### config.mk
export PLATFORM = sky130hd
export DESIGN_NAME = dds_wave_gen
export DESIGN_NICKNAME = d
export VERILOG_FILES = /design/src/rtl/dds_pkg.sv /design/src/rtl/dds_quarter_sin_rom.sv /design/src/rtl/dds_wave_gen.sv
export SDC_FILE = /design/constraint.sdc
export NUM_CORES = 1
export LEC_CHECK = 0
export ABC_CLOCK_PERIOD_IN_PS = 3900
export BUFFER_PORTS_ARGS = -buffer_cell sky130_fd_sc_hd__buf_4
export CORE_MARGIN = 4
export CORE_UTILIZATION = 30
export DETAILED_ROUTE_END_ITERATION = 8
export GPL_TIMING_DRIVEN = 0
export PLACE_DENSITY_LB_ADDON = 0.12
export RECOVER_POWER = 50
export SYNTH_ARGS = -nofsm -noshare
export SYNTH_HDL_FRONTEND = slang
export SYNTH_SLANG_ARGS = --single-unit
### constraint.sdc
create_clock -name clk -period 3.9 [get_ports clk]
set_input_delay 0.195 -clock clk [delete_from_list [all_inputs] [get_ports clk]]
set_output_delay 0.195 -clock clk [all_outputs]
set_load 0.02 [all_outputs]
### src/rtl/dds_pkg.sv
// dds_pkg: shared constants and types for the DDS waveform generator.
//   - Default widths for the phase accumulator, DAC sample and quarter-wave ROM.
//   - wave_e: waveform select encoding carried alongside each sample.
//   - DAC_MID: offset-binary midscale code (the zero-amplitude level).
package dds_pkg;

  localparam int unsigned PHASE_W_DEF = 24;
  localparam int unsigned DAC_W_DEF   = 10;
  localparam int unsigned LUT_AW_DEF  = 8;
  localparam int unsigned DAC_MID     = 512;

  typedef enum logic [1:0] {
    WAVE_SIN = 2'd0,
    WAVE_SQR = 2'd1,
    WAVE_TRI = 2'd2,
    WAVE_SAW = 2'd3
  } wave_e;

endpackage

### src/rtl/dds_quarter_sin_rom.sv
// dds_quarter_sin_rom: registered quarter-wave sine magnitude ROM.
//   ROM[i] = round((2^(DAC_W-1)-1) * sin((i+0.5)*pi/2^(LUT_AW+1))), i.e. 2..511 at defaults.
// Ports:
//   clk   in   clock
//   addr  in   LUT_AW   folded quarter-wave index
//   mag   out  DAC_W-1  magnitude, valid one clock after addr
module dds_quarter_sin_rom #(
  parameter int unsigned LUT_AW = 8,
  parameter int unsigned DAC_W  = 10
) (
  input  logic              clk,
  input  logic [LUT_AW-1:0] addr,
  output logic [DAC_W-2:0]  mag
);

  localparam int unsigned Depth = 2 ** LUT_AW;
  // pi in Q30 fixed point
  localparam longint PiQ = 64'sd3373259426;

  // Elaboration-time table entry: Taylor series for sin in Q30, odd terms up to x^17.
  function automatic logic [DAC_W-2:0] sin_entry(input int unsigned i);
    longint x;
    longint x2;
    longint term;
    longint sum;
    longint v;
    x    = ((2 * longint'(i) + 1) * PiQ) >>> (LUT_AW + 2);
    x2   = (x * x) >>> 30;
    term = x;
    sum  = x;
    for (int k = 1; k <= 8; k++) begin
      term = -(term * x2) / (longint'(1) <<< 30) / longint'((2 * k) * (2 * k + 1));
      sum  = sum + term;
    end
    v = (longint'((1 << (DAC_W - 1)) - 1) * sum + (longint'(1) <<< 29)) >>> 30;
    return v[DAC_W-2:0];
  endfunction

  logic [DAC_W-2:0] rom [Depth];

  for (genvar gi = 0; gi < Depth; gi++) begin : g_rom
    localparam logic [DAC_W-2:0] Entry = sin_entry(gi);
    assign rom[gi] = Entry;
  end

  always_ff @(posedge clk) begin
    mag <= rom[addr];
  end

endmodule

### src/rtl/dds_wave_gen.sv
// dds_wave_gen: phase-accumulator waveform source (sine/square/triangle/sawtooth) producing
// offset-binary DAC samples. One accumulator step per sample_en; sample out 3 cycles later.
// FTW / waveform changes are staged in pending registers and applied on a phase wrap.
// Ports:
//   clk           in   clock
//   rst_n         in   asynchronous active-low reset
//   ftw_in        in   PHASE_W  new frequency tuning word
//   ftw_load      in   strobe: capture ftw_in / wave_sel as pending
//   wave_sel      in   2  waveform (0 sine, 1 square, 2 triangle, 3 sawtooth)
//   sample_en     in   advance accumulator and launch one sample
//   dac_out       out  DAC_W  sample, held between valids
//   dac_valid     out  one-cycle pulse when dac_out updates
//   busy_pending  out  a loaded FTW/wave is waiting for a wrap
module dds_wave_gen
  import dds_pkg::*;
#(
  parameter int unsigned         PHASE_W     = PHASE_W_DEF,
  parameter int unsigned         DAC_W       = DAC_W_DEF,
  parameter int unsigned         LUT_AW      = LUT_AW_DEF,
  parameter logic [PHASE_W-1:0]  FTW_DEFAULT = PHASE_W'(24'h00_4000)
) (
  input  logic               clk,
  input  logic               rst_n,
  input  logic [PHASE_W-1:0] ftw_in,
  input  logic               ftw_load,
  input  logic [1:0]         wave_sel,
  input  logic               sample_en,
  output logic [DAC_W-1:0]   dac_out,
  output logic               dac_valid,
  output logic               busy_pending
);

  // Only the top phase bits are needed downstream (triangle uses the most).
  localparam int unsigned TopW = DAC_W + 1;
  localparam logic [DAC_W-1:0] Mid   = DAC_W'(DAC_MID);
  localparam logic [DAC_W-1:0] MidM1 = DAC_W'(DAC_MID - 1);

  // Stage 0: accumulator and pending update
  logic [PHASE_W-1:0] acc_q, ftw_act_q, pend_ftw_q, acc_sum;
  wave_e              wave_act_q, pend_wave_q;
  logic               pend_valid_q, wrap, apply;
  logic               s0_valid_q;
  logic [TopW-1:0]    s0_top_q;
  wave_e              s0_wave_q;

  always_comb begin
    {wrap, acc_sum} = {1'b0, acc_q} + {1'b0, ftw_act_q};
    // A zero FTW never wraps, so pending values would otherwise wait forever.
    apply = sample_en & pend_valid_q & (wrap | (ftw_act_q == '0));
  end

  always_ff @(posedge clk or negedge rst_n) begin
    if (!rst_n) begin
      acc_q        <= '0;
      ftw_act_q    <= FTW_DEFAULT;
      wave_act_q   <= WAVE_SIN;
      pend_valid_q <= 1'b0;
      pend_ftw_q   <= '0;
      pend_wave_q  <= WAVE_SIN;
      s0_valid_q   <= 1'b0;
      s0_top_q     <= '0;
      s0_wave_q    <= WAVE_SIN;
    end else begin
      s0_valid_q <= sample_en;
      if (sample_en) begin
        acc_q     <= acc_sum;
        s0_top_q  <= acc_q[PHASE_W-1 -: TopW];
        s0_wave_q <= wave_act_q;
      end
      if (apply) begin
        ftw_act_q    <= pend_ftw_q;
        wave_act_q   <= pend_wave_q;
        pend_valid_q <= 1'b0;
      end
      // A coincident load wins the pending slot; the wrap above used the older value.
      if (ftw_load) begin
        pend_ftw_q   <= ftw_in;
        pend_wave_q  <= wave_e'(wave_sel);
        pend_valid_q <= 1'b1;
      end
    end
  end

  assign busy_pending = pend_valid_q;

  // Stage 1: quadrant fold and non-sine waveforms
  logic [1:0]        quad;
  logic [LUT_AW-1:0] idx;
  logic [DAC_W-1:0]  tri_val, alt_val;

  always_comb begin
    quad    = s0_top_q[TopW-1 -: 2];
    idx     = s0_top_q[TopW-3 -: LUT_AW];
    if (quad[0]) idx = ~idx;
    tri_val = s0_top_q[TopW-1] ? ~s0_top_q[DAC_W-1:0] : s0_top_q[DAC_W-1:0];
    alt_val = '0;
    case (s0_wave_q)
      WAVE_SIN: alt_val = '0;
      WAVE_SQR: alt_val = s0_top_q[TopW-1] ? '0 : '1;
      WAVE_TRI: alt_val = tri_val;
      WAVE_SAW: alt_val = s0_top_q[TopW-1 -: DAC_W];
    endcase
  end

  // Stage 2: ROM read, side data registered alongside
  logic [DAC_W-2:0] mag;
  logic             s1_valid_q, s1_neg_q;
  wave_e            s1_wave_q;
  logic [DAC_W-1:0] s1_alt_q;

  dds_quarter_sin_rom #(
    .LUT_AW (LUT_AW),
    .DAC_W  (DAC_W)
  ) u_rom (
    .clk  (clk),
    .addr (idx),
    .mag  (mag)
  );

  always_ff @(posedge clk or negedge rst_n) begin
    if (!rst_n) begin
      s1_valid_q <= 1'b0;
      s1_neg_q   <= 1'b0;
      s1_wave_q  <= WAVE_SIN;
      s1_alt_q   <= '0;
    end else begin
      s1_valid_q <= s0_valid_q;
      if (s0_valid_q) begin
        s1_neg_q  <= quad[1];
        s1_wave_q <= s0_wave_q;
        s1_alt_q  <= alt_val;
      end
    end
  end

  // Stage 3: output
  logic [DAC_W-1:0] out_val, dac_q;
  logic             dac_valid_q;

  always_comb begin
    if (s1_wave_q == WAVE_SIN) begin
      out_val = s1_neg_q ? (MidM1 - {1'b0, mag}) : (Mid + {1'b0, mag});
    end else begin
      out_val = s1_alt_q;
    end
  end

  always_ff @(posedge clk or negedge rst_n) begin
    if (!rst_n) begin
      dac_q       <= Mid;
      dac_valid_q <= 1'b0;
    end else begin
      dac_valid_q <= s1_valid_q;
      if (s1_valid_q) dac_q <= out_val;
    end
  end

  assign dac_out   = dac_q;
  assign dac_valid = dac_valid_q;

endmodule

* Yosys cells after proc, flatten, opt, wreduce, memory -nomap -nowiden *
Memory sizes are Yosys's and may differ from the RTL's. A register that Yosys moved wholly into a read port is not among the register bits.
Cells that the tools add are included.
W data, S select, Z words.

word-level totals
  memories = 1
  register bits after elaboration = 116
  logic and storage cells = 40
  ROM bits = 2304
  input port bits = 30
  output and inout port bits = 12
  bits in writable memories = 0
  bits in latches = 0

memories
  memory           depth  bits a word  rd ports  clocked after Yosys merged registers in  wr ports  RTL line                   RTL
  (no name shown)  256    9            1         1                                        0         dds_quarter_sin_rom.sv:47  mag <= rom[addr];

cells by class
  eq/ne operators = 3
  bitwise logic cells = 6
  muxes and demuxes = 8
  shift operators = 0
  divide/modulo/power cells = 0
  multipliers = 0
  $add $sub $neg = 3
  reductions and logical operators = 4
  magnitude comparators = 0

operators with widths
  cell                     count
  $mux W10                 4
  $pmux W10 S4             1
  $add A24 B24 Y25         1
  $logic_not A24 Y1        1
  $add A10 B9 Y10 const A  1
  $not A10 Y10             1
  $sub A9 B9 Y10 const A   1
  $not A8 Y9               1
  $mux W8                  1
  $not A8 Y8               1
  $eq A2 B2 Y1 const B     2
  $logic_not A2 Y1         2
  $and A1 B1 Y1            2
  $eq A2 B1 Y1 const B     1
  $mux W1                  2
  $reduce_bool A2 Y1       1
  $or A1 B1 Y1             1

* Depth between registers and ports, before layout *
  depth in word-level cells = 5
  gate-level depth with buffers = 15
  depth with buffers taken out = 10

* Cells and area by module *
A second synthesis with hierarchy kept.

second synthesis, totals
  cells, all modules = 857
  area total of the unflattened synthesis = 8398.1 um^2

by module, submodules not included
  module               cells each  area each (um^2)  instances  sequential area each (um^2)
  dds_wave_gen         513         6044.5            1          2905.3
  dds_quarter_sin_rom  344         2353.5            1          180.2

* Least setup slack after synthesis *
Ideal clock, no wire load.

  path type = reg2reg
  start point = reg s0_top_q[9]
  end point = reg u_rom.mag[1]
  cell stages (with the launch flop) = 16
  setup time = 0.138 ns
  data required time = 3.762 ns
  data arrival time = 3.006 ns
  clock period less this slack = 3.144 ns
  slack = 0.756 ns
  buffers on the path = 5
  cells stage by stage = dfrtp_1 > buf_6 > buf_4 > buf_2 > and2b_1 > nor2_1 > inv_1 > ha_1 > clkbuf_1 > clkbuf_1 > nor2b_1 > o21ai_0 > a221oi_1 > o21ai_0 > a22oi_1 > o41ai_1

on the way
  word-level cells in the longest chain between the ends = 2

ends and longest elaborated chain
  element                           RTL line                   RTL
  from (decl)                       dds_wave_gen.sv:43         logic [TopW-1:0] s0_top_q;
  from (signal assigned)            dds_wave_gen.sv:67         s0_top_q <= acc_q[PHASE_W-1 -: TopW];
  $mux W8                           dds_wave_gen.sv:94         if (quad[0]) idx = ~idx;
  $not A8 Y9 (not written as such)  dds_quarter_sin_rom.sv:47
  to (decl)                         dds_quarter_sin_rom.sv:13  output logic [DAC_W-2:0] mag

No other way between the ends.
A chain may end at the register's enable or synchronous reset.

* Worst setup path in the final report *
Same ends and word-level chain as after synthesis.

==> results.md <==
- Synth Area in Compound Gates: roughly 27%
- Synth top area cells: dfrtp_1 28%, mux2_2 7.0%, a21oi_1 5.5%, ha_1 4.2%, o21ai_0 4.0%
- CTS tree: done
- Synth warn: 0
- Crit-path leading delay family: compound AO/OA/AOI/OAI gates
- Crit Path Category: reg -> reg
- Clock Skews: just over 0.01 ns
- Initial Util: 30.6%
- Die Y: between 150 and 200 um
- Vias in the first global route: ~10k
- CTS Root Cell: clkbuf_16
- Routed Antenna Nets: 0
- P&R area growth vs syn: 18.7%
- Slowest-stage cell, CP: a2111oi_0
- Post-Synth Adder-Cell Area: 4.44%
- Post-synth top cells: 114 x dfrtp_1, 113 x a21oi_1, 103 x nand2_1
- Largest net degree at the start of global routing: 64
- Register area share after synthesis: 29.9%
- Post-synth cell types: about 90
- Post-Syn Nets: between 1k and 1.5k
- DRC violation count after routing: 0
- Violated checks: max-capacitance violations, max-slew violations
- CP startpoint kind: register
- Clk pin slew, worst setup/hold paths: 0.06 ns
- Outcome: finished, violations left
- # H-tree levels: 4
- FFs w/ async S/R, synth: between 90 and 100%
- Die width: 193 um
- Post-Synthesis Cells: 1214
- Global-route wire length before repair: 75.1 mm
- Worst EP required: slightly above 4 ns
- I/O pin cnt: 42
- Vias per std cell: ~6
- Layout cell share with drive strength beyond 1: between 20% and 30%
- Top-count cell post-synth: dfrtp_1
- Min Tclk post-route: a little under 4 ns
- Mux contribution to synthesized area: a little over a tenth
- Most frequent CP cell: o41ai_2
- Detailed-route via count: 10.7k
- Initial antenna violation count: 4
- Worst Tran Pin Value: ~3.0 ns
- CP Max Fanout: 10
- Post-Synth Simple-Gate Area: about 18%
- Worst-Skew Late Latency: about 0.42 ns
- DR WL/cell: 29.5 um
- RSZ-0062 raised after global routing: no
- WP data arrival: 4.07 ns
- Post-Syn Area: between 10000 and 15000 sq um
- Post-DP HPWL: 38.7 mm
- Synth area leader: dfrtp_1
- Die Area: around 37000 sq um
- Final Net Count: about 1.4k
- DR iter-0 viols: ~1.4k
- Max-slew violations: 54
- DRT Wirelength: approximately 52 mm
- Worst relative slew slack: -102%
- Clock Sinks: 125
- WP buf/inv: 5
- Global-route usage over all layers: 26.8%
- Commonest register cell after synthesis: dfrtp_1
- CTS Buffer Depth: 2
- Largest family of logic cells by synthesized area: compound AO/OA/AOI/OAI gates
- Mean Syn Cell Area: between 8 and 9 sq um
- Flops & latches, synth: roughly 130
- CTS Buf Count: 17
- Post-route cell area: between 10000 and 15000 sq um
- Count of flip-flops with a built-in enable after synthesis: 0
- Post-Synth XOR/XNOR Area: under 10%
- Gp weighted congestion: slightly above 1
- Maxcap violations: 1
- Critical path, cell by cell: buf_6, buf_4, buf_2, and2b_1, nor2_4, clkinvlp_4, ha_1, clkbuf_2, o21ai_0, a2111oi_0, o211ai_1, o41ai_2, o41ai_2
- Worst Hold Class: in -> reg
- Final period util: a little over nine tenths
- Final Hold Fails: 0
- Core area: 33700 sq um
- I/O Buffers: 40
- Count of final setup violators: 0
- Initial DRT Pass Iterations: 5
- Total congestion overflow: 0
- Area after DPL: 11200 sq um
- FF-to-FF setup slack: ~0.054 ns
- Cell Rows: between 60 and 70
- Critical Path End Type: register
- FMAX: around 260 MHz
- Top cell type's share of synthesized area: around 28%
- Crit-path max cell delay: approximately 0.69 ns
layout by cell type (no fill, tap or decap), types with 8 or more instances in the layout:
| cell | count |
|---|---|
| a211oi_1 | 23 |
| a21oi_1 | 113 |
| a22oi_1 | 18 |
| a31oi_1 | 16 |
| buf_1 | 9 |
| buf_2 | 35 |
| buf_4 | 49 |
| clkbuf_1 | 45 |
| clkbuf_16 | 17 |
| dfrtp_1 | 114 |
| dfxtp_1 | 9 |
| dlygate4sd3_1 | 28 |
| ha_1 | 31 |
| inv_1 | 17 |
| mux2_2 | 64 |
| mux2_4 | 20 |
| mux2i_1 | 8 |
| nand2_1 | 103 |
| nand2b_1 | 28 |
| nand3_1 | 16 |
| nand4_1 | 12 |
| nor2_1 | 97 |
| nor2b_1 | 26 |
| nor3_1 | 27 |
| nor4_1 | 11 |
| o211ai_1 | 21 |
| o21a_1 | 11 |
| o21ai_0 | 82 |
| o22ai_1 | 19 |
| o31ai_1 | 9 |
| or2_2 | 8 |
| xnor2_1 | 23 |
| xor2_1 | 17 |
metal layers:
layer | wire [um] | GRT usage (%) | vias up
met1 | 23200 | 38.1 | 5339
li1 | - | - | 4687
met3 | 4900 | 6.85 | 121
met2 | 21700 | 39.2 | 599
met4 | 2180 | 10.1 | 2
met5 | 11 | 0 | -
layout make-up:
cell class	instances	area, sq um
fillers	3618	21500
multi-input cells	963	6740
flip-flops and latches	125	3090
repair buffers	73	616
well taps	448	561
plain buffers	102	544
clock buffers	22	454
clock inverters	10	164
inverters	20	78.8
diodes	2	5.00
stage by stage:
stage          hold slack [ns]  util, %  std cells  TNS [ns]  worst slack (ns)
2_1_floorplan           -0.101        -       1214         0             0.756
3_3_place_gp             0.397     33.2       1702     -5.70             -1.08
3_5_place_dp             0.185     33.3       1703     -4.13            -0.840
4_1_cts                  0.297     36.1       1759         0            0.0249
5_1_grt                  0.421     36.3       1763         0           0.00720
6_report                 0.389     36.3       1765         0            0.0537
worst paths after layout:
kind	depth (start not counted)	startpoint	end
worst min-delay path	2	ftw_load	pend_ftw_q[0]
min in group asynchronous	2	rst_n	dac_out[5]
worst max register to register	13	s0_top_q[9]	u_rom.mag[1]
worst min register to register	0	s1_valid_q	dac_valid
max in group asynchronous	2	rst_n	ftw_act_q[13]
worst max-delay path	13	s0_top_q[9]	u_rom.mag[1]
registers in the layout (all words and copies together) (netlist names), 2 cells and up:
| register | cells |
|---|---|
| ftw_act_q | 24 |
| acc_q | 24 |
| u_rom.mag | 9 |
| s1_alt_q | 10 |
| s1_wave_q | 2 |
| s0_wave_q | 2 |
| dac_out | 10 |
| pend_ftw_q | 24 |
| s0_top_q | 11 |
| wave_act_q | 2 |
| pend_wave_q | 2 |
logic make-up (layout without fill, tap and decap cells):
family                   after synthesis  in the layout
AO/OA/AOI/OAI                        417            417
AND/OR/NAND/NOR                      374            374
buffers and inverters                126            227
flip-flops                           125            125
multiplexers                          92             92
XOR/XNOR                              44             44
adder cells (fa/ha/maj)               36             36
other                                  0              2
worst register-to-register path: stages (launching register included):
cell        delay [ns]
dfrtp_1           0.33
buf_6             0.20
buf_4             0.23
buf_2             0.33
and2b_1           0.33
nor2_4            0.11
clkinvlp_4        0.14
ha_1              0.32
clkbuf_2          0.35
o21ai_0           0.13
a2111oi_0         0.69
o211ai_1          0.19
o41ai_2           0.14
o41ai_2           0.15
repair_timing:
| item | in CTS | in global routing |
|---|---|---|
| gates resized for setup | 21 | 14 |
| buffers inserted | 0 | 4 |
| pin swaps | 1 | 4 |
| hold endpoints to repair | 78 | 0 |
| hold buffers | 28 | 0 |
| endpoints found under the setup margin | 8 | 5 |
Power is left out: the tool's default activity adds up to more than one toggle a clock period on the data nets, which glitch-free logic cannot reach.
